**src/rtl/count_cycle_cw16.sv**
```systemverilog
// count_cycle_cw16: stream beat counter behind a 2-entry skid buffer; every beat carries its count and a terminal-count flag
// Ports:
//   clk, sync_reset_n              clock, synchronous active-low reset
//   s_axis_tvalid/tdata/tuser/tlast  upstream beat; s_axis_tready is registered
//   cnt_limit                      terminal count (payload length minus 1), sampled at acceptance
//   m_axis_tvalid/tdata/tuser/tlast  downstream beat; m_axis_tready from downstream
//   m_axis_final_cnt, count        terminal-count flag and count value of the output beat
// Option: define COUNT_CYCLE_TLAST_RESYNC_EN so an accepted tlast beat restarts the counter at 0.
module count_cycle_cw16 #(
  parameter int DATA_WIDTH  = 32,
  parameter int TUSER_WIDTH = 16
) (
  input  logic                   clk,
  input  logic                   sync_reset_n,
  input  logic                   s_axis_tvalid,
  input  logic [DATA_WIDTH-1:0]  s_axis_tdata,
  input  logic [TUSER_WIDTH-1:0] s_axis_tuser,
  input  logic                   s_axis_tlast,
  output logic                   s_axis_tready,
  input  logic [15:0]            cnt_limit,
  output logic                   m_axis_tvalid,
  output logic [DATA_WIDTH-1:0]  m_axis_tdata,
  output logic [TUSER_WIDTH-1:0] m_axis_tuser,
  output logic                   m_axis_tlast,
  output logic                   m_axis_final_cnt,
  output logic [15:0]            count,
  input  logic                   m_axis_tready
);
  localparam int BW = DATA_WIDTH + TUSER_WIDTH + 18;
  logic [BW-1:0] out_q, skid_q, beat, out_d, skid_d;
  logic out_v, skid_v, out_v_d, skid_v_d, rdy, acc, dlv, fin;
  logic [15:0] cnt, cnt_d;
  assign s_axis_tready = rdy;
  assign m_axis_tvalid = out_v;
  assign {m_axis_tdata, m_axis_tuser, m_axis_tlast, m_axis_final_cnt, count} = out_q;
  always_comb begin
    acc = s_axis_tvalid & rdy;
    dlv = out_v & m_axis_tready;
    fin = cnt >= cnt_limit;
`ifdef COUNT_CYCLE_TLAST_RESYNC_EN
    cnt_d = acc ? ((fin | s_axis_tlast) ? 16'd0 : cnt + 16'd1) : cnt;
`else
    cnt_d = acc ? (fin ? 16'd0 : cnt + 16'd1) : cnt;
`endif
    beat = {s_axis_tdata, s_axis_tuser, s_axis_tlast, fin, cnt};
    out_d = out_q;
    skid_d = skid_q;
    out_v_d = out_v;
    skid_v_d = skid_v;
    // The output register refills from the skid entry first so beats stay in order;
    // the skid entry only fills while the output is held by downstream backpressure.
    if (!out_v || dlv) begin
      out_d = skid_v ? skid_q : beat;
      out_v_d = skid_v | acc;
      skid_d = beat;
      skid_v_d = skid_v & acc;
    end else if (acc) begin
      skid_d = beat;
      skid_v_d = 1'b1;
    end
  end
  always_ff @(posedge clk) begin
    if (!sync_reset_n) begin
      out_q <= '0;
      skid_q <= '0;
      out_v <= 1'b0;
      skid_v <= 1'b0;
      rdy <= 1'b0;
      cnt <= '0;
    end else begin
      out_q <= out_d;
      skid_q <= skid_d;
      out_v <= out_v_d;
      skid_v <= skid_v_d;
      rdy <= ~skid_v_d;
      cnt <= cnt_d;
    end
  end
endmodule

```
**config.mk**
```make
export PLATFORM = sky130hd
export DESIGN_NAME = count_cycle_cw16
export DESIGN_NICKNAME = d
export VERILOG_FILES = /design/src/rtl/count_cycle_cw16.sv
export SDC_FILE = /design/constraint.sdc
export NUM_CORES = 1
export LEC_CHECK = 0
export ABC_AREA = 1
export ABC_CLOCK_PERIOD_IN_PS = 2100
export CAP_MARGIN = 20
export CELL_PAD_IN_SITES_DETAIL_PLACEMENT = 1
export CELL_PAD_IN_SITES_GLOBAL_PLACEMENT = 1
export CORE_AREA = 5 5 139 141
export DETAILED_ROUTE_END_ITERATION = 16
export DIE_AREA = 0 0 144 146
export PLACE_DENSITY_LB_ADDON = 0.1
export SYNTH_ARGS = -nofsm -noshare
export SYNTH_HDL_FRONTEND = slang
export SYNTH_SLANG_ARGS = --single-unit
```
**constraint.sdc**
```tcl
create_clock -name clk -period 2.1 [get_ports clk]
set_input_delay 0.42 -clock clk [delete_from_list [all_inputs] [get_ports clk]]
set_output_delay 0.42 -clock clk [all_outputs]
set_load 0.02 [all_outputs]
```
After elaboration in Yosys (flattened, before gate mapping). Index checks and enable logic that the tools add are counted.

Register bits after elaboration: 151. Input port bits: 69. Output and inout port bits: 68. Logic and storage cells: 22.

$add $sub $neg: 1. Magnitude comparators: 1. Muxes and demuxes: 6. Bitwise logic cells: 5. Reduce and logical (&&, ||, !) cells: 3.

Operators by type and width (count): 66-bit 2-to-1 mux (3); 16-bit by 1-bit adder with 16-bit output (second input constant) (1); 16-bit greater-or-equal comparator (1); 16-bit 2-to-1 mux (1); 1-bit AND (3); 1-bit 2-to-1 mux (2); 2-bit nonzero test (1); 1-bit logical NOT (1); 1-bit logical OR (1); 1-bit NOT (1); 1-bit OR (1).

Depth between registers and ports, before layout. Gate-level depths: netlist (run 1).

Depth in word-level cells: 4. Mapped depth: 15. Gate-level depth less buffers: 14.

Worst setup path after synthesis (run 1). Ideal clock, no wire load.

Path kind: input to register. Start: input cnt_limit[11]. End: register cnt[8]. Library setup time: 117 ps. Arrival: 1525 ps. Data required time: 1983 ps. Path slack: 458 ps. Stages: 11. Path buffers: 1. Cell sequence: inv_1 > ha_1 > nand2_1 > o21bai_1 > a21oi_1 > nor2_1 > nand2_1 > nand2_1 > nand2_2 > buf_4 > nor2_1.

Cells in the longest elaborated chain, start to end: 2.

RTL lines: start: declaration (RTL line 20) `input logic [15:0] cnt_limit,`; 16-bit greater-or-equal comparator (RTL line 39) `fin = cnt >= cnt_limit;`; 16-bit 2-to-1 mux (RTL line 43) `cnt_d = acc ? (fin ? 16'd0 : cnt + 16'd1) : cnt;`; end signal: assignment (RTL line 76) `cnt <= cnt_d;`; end: declaration (RTL line 32) `logic [15:0] cnt, cnt_d;`.

No other way between the ends. A chain may end at the register's enable or synchronous reset.

Worst setup path after layout (run 1).
Start: register rdy (netlist: s_axis_tready). End: output s_axis_tready.

RTL lines: start: declaration (RTL line 31) `logic out_v, skid_v, out_v_d, skid_v_d, rdy, acc, dlv, fin;`; start signal: assignment (RTL line 75) `rdy <= ~skid_v_d;`; end: declaration (RTL line 19) `output logic s_axis_tready,`.

No word-level cell between the ends.

==> results of run 1 <==
==> final cells by class <==
| cell class | count | area (um2) |
|---|---|---|
| multi-input cells | 577 | 2820 |
| clock inverters | 12 | 129 |
| well taps | 229 | 287 |
| flip-flops and latches | 151 | 3020 |
| fillers | 2147 | 9370 |
| repair buffers | 159 | 1580 |
| inverters | 49 | 185 |
| clock buffers | 20 | 447 |
==> registers in the layout, summed over array words and instances (netlist names) <==
register,count
skid_q,66
cnt,16
s_axis_tready,1
m_axis_tvalid,1
skid_v,1
out_q,66
==> worst max-delay path by stage <==
stage | start | endpoint | slack [ns] | depth (start not counted)
2_1_floorplan | cnt_limit[11] | cnt[8]$_SDFFE_PN0P_ | 0.46 | 11
3_3_place_gp | cnt_limit[3] | cnt[15]$_SDFFE_PN0P_ | -0.10 | 15
3_5_place_dp | cnt_limit[3] | cnt[13]$_SDFFE_PN0P_ | -0.21 | 15
4_1_cts | s_axis_tready$_SDFF_PN0_ | s_axis_tready | 0.20 | 1
5_1_grt | cnt_limit[3] | cnt[1]$_SDFFE_PN0P_ | 0.06 | 15
6_report | s_axis_tready$_SDFF_PN0_ | s_axis_tready | 0.22 | 1
==> placed cells by master (no fill, tap or decap) <==
cell / synthesis / final
a21oi_1: 38 / 38
clkinv_4: 0 / 3
o21ai_0: 155 / 155
nand2_2: 2 / 2
inv_1: 45 / 44
xor2_1: 7 / 7
clkdlybuf4s50_1: 0 / 135
clkbuf_1: 35 / 2
buf_4: 1 / 20
nand4_1: 4 / 4
dfxtp_1: 151 / 150
nor3_4: 1 / 1
clkinv_2: 0 / 5
nor2_1: 127 / 127
bufinv_16: 0 / 2
mux2i_1: 1 / 1
nand2_4: 1 / 1
inv_2: 4 / 4
ha_1: 17 / 17
clkinvlp_4: 0 / 3
clkbuf_8: 0 / 1
nor2_4: 3 / 3
buf_12: 0 / 4
nand3_1: 1 / 1
o21bai_1: 2 / 2
nor2_2: 2 / 2
o21a_1: 2 / 2
nor3_1: 2 / 2
a31oi_1: 51 / 51
nand2_1: 159 / 159
clkbuf_16: 0 / 17
nand4_2: 1 / 1
nand3_2: 1 / 1
dfxtp_2: 0 / 1
==> where the power goes <==
group          switching (W)  internal, W
clock network        0.00121      0.00178
registers          0.0000869      0.00302
logic               0.000407     0.000377
total                0.00171      0.00518
==> per-layer routing <==
layer,vias to the layer above,track usage (%)
li1,3000,-
met1,2927,22.4
met2,107,32.9
met3,11,4.63
met4,0,4.10
met5,-,0
==> tightest hold or removal path, cell delays in order (launching register included) <==
cell and delay (ns):
dfxtp_1 0.31, nand2_1 0.05, a31oi_1 0.07
==> through the flow <==
| stage | hold slack [ns] | utilization [%] | TNS (ns) | power (W) |
|---|---|---|---|---|
| 2_1_floorplan | 0.450 | - | 0 | 0.00353 |
| 3_5_place_dp | 0.467 | 44.3 | -3.16 | 0.00396 |
| 3_3_place_gp | 0.456 | 44.3 | -1.35 | 0.00393 |
| 5_1_grt | 0.492 | 47.5 | 0 | 0.00718 |
| 6_report | 0.473 | 47.5 | 0 | 0.00688 |
| 4_1_cts | 0.478 | 47.5 | 0 | 0.00696 |
==> kinds of logic after synthesis <==
logic type / after synthesis / synth area share [%]
muxes: 1 / 0.159
adders and majority gates: 17 / 3.38
DFF: 151 / 48.1
xor gates and xnor gates: 7 / 0.976
buffers and inverters: 107 / 7.01
and+or+nand+nor: 304 / 19.5
AOI/OAI and AO/OA: 248 / 20.9
==> metrics.txt, run 1 <==
area grow syn2layout 34.8%; worst-case hold path end point out_q[19]$_SDFFE_PN0N_; Seq cells post-synth 151; maximum clock insertion buffer count 2; Post-synth top cells 159 x nand2_1, 155 x o21ai_0, 151 x dfxtp_1; main flop type after synthesis dfxtp_1; post-DP HPWL 13200 um; Syn Area/Cell 7.53 um2; most common cell in the netlist nand2_1; Max Freq 533 MHz; maxcap violations 0; r2r setup slk 0.36 ns; post-synthesis cell count 835; crit-path cells clkdlybuf4s50_1; DRT Wirelength 19400 um; NumNets Final 1041; GRT Overall Usage 18.5%; Mapped Nets 921; Max FO, Critical Path 2; Clock Sinks 151; CP delay by family, top buffers and inverters; die area 21000 um2; postcts setup bufs 0; Slew Viols, Final 0; Setup-failing EPs final 0; VDD IR max 0.564 mV; die height 146 um; normalized max-slew margin 57.6%; DRT Pass-1 Iters 4; Netlist cell types 28; Post-route DRC 0; vias in the first global route 6484; largest net degree at the start of global routing 133; end of the worst register-to-register path cnt[15]$_SDFFE_PN0P_; clk_lat worst skew 0.42 ns; Via density 5.05; placed insts 1165; gpl congestion 0.803; setup ws final 0.224 ns; total CTS buffers 17; critical path's slowest cell clkdlybuf4s50_1; Core Box Area 17800 um2; share of layout cells above drive strength 1 7.33%; antenna violations before repair 0; HP Start skid_q[19]$_SDFFE_PN0P_; number of inserted diodes 0; final hold vios 0; Final Cell Area 8470 um2; Core Rows 49; drt initial violations 209; Post-Syn Area 6280 um2; hold depth 2; Buf/Inv on CP 1; post-synthesis sequential area ratio 48.1%; worst slack, placed -0.209 ns; slowest stage delay, CP 0.64 ns; Synth Warn # 0; Yosys top cell by area dfxtp_1; met3 wire length 924 um; worst slew pin tran 0.636 ns; status complete, no violations; CP Class reg2out; die width 144 um; CP arrival 1.46 ns; P per Cell Area 812 nW/um2; top cell type's share of synthesized area 48.1%; Initial Util 35.2%; clock-pin slew on the worst setup and hold paths 0.06 ns; final worst clock skew 0.00849 ns; Routed Antenna Nets 0; DRT met1 WL 8620 um; PostCTS Resize Cnt 0; EDFF count, synth 0; ys async rst share 0%; CP Launch Type flip-flop; Top Metal Used met4; Tmin final 1.88 ns; met2 wire length 9690 um; Tcrit/Tclk final 89.3%; Cell Count, Final, Fillers Out 1197; DP Area 7900 um2; H-Tree Depth 4; Area contributors post-synth dfxtp_1 48%, o21ai_0 12%, nand2_1 9.5%, nor2_1 7.6%, a31oi_1 5.1%; CTS tree built; grt ovf 0; Crit Reg-Reg Startpoint cnt[3]$_SDFFE_PN0P_; Worst Path Required 1.68 ns; global-route wire length before repair 31800 um; crit path capture type primary output; RSZ-0062 raised after global routing false; reg2reg path depth 13; Hold WC Path Type reg2reg; port buffer count 136; clk root buf clkbuf_16; IO Pins 137; P_leak 3.66 nW; CTS Hold Bufs 0; via count 6045; drt wl/cell 16.2 um
Power figures use the tool's default switching activity.
==> run 2: changes to the inputs <==
--- a/config.mk
+++ b/config.mk
@@ -13,6 +13,7 @@
 export CORE_AREA = 5 5 139 141
 export DETAILED_ROUTE_END_ITERATION = 16
 export DIE_AREA = 0 0 144 146
+export GPL_ROUTABILITY_DRIVEN = 1
 export PLACE_DENSITY_LB_ADDON = 0.1
 export SYNTH_ARGS = -nofsm -noshare
 export SYNTH_HDL_FRONTEND = slang
==> results of run 2 <==
The final DEF is identical to that of run 1; final timing and power are the same.
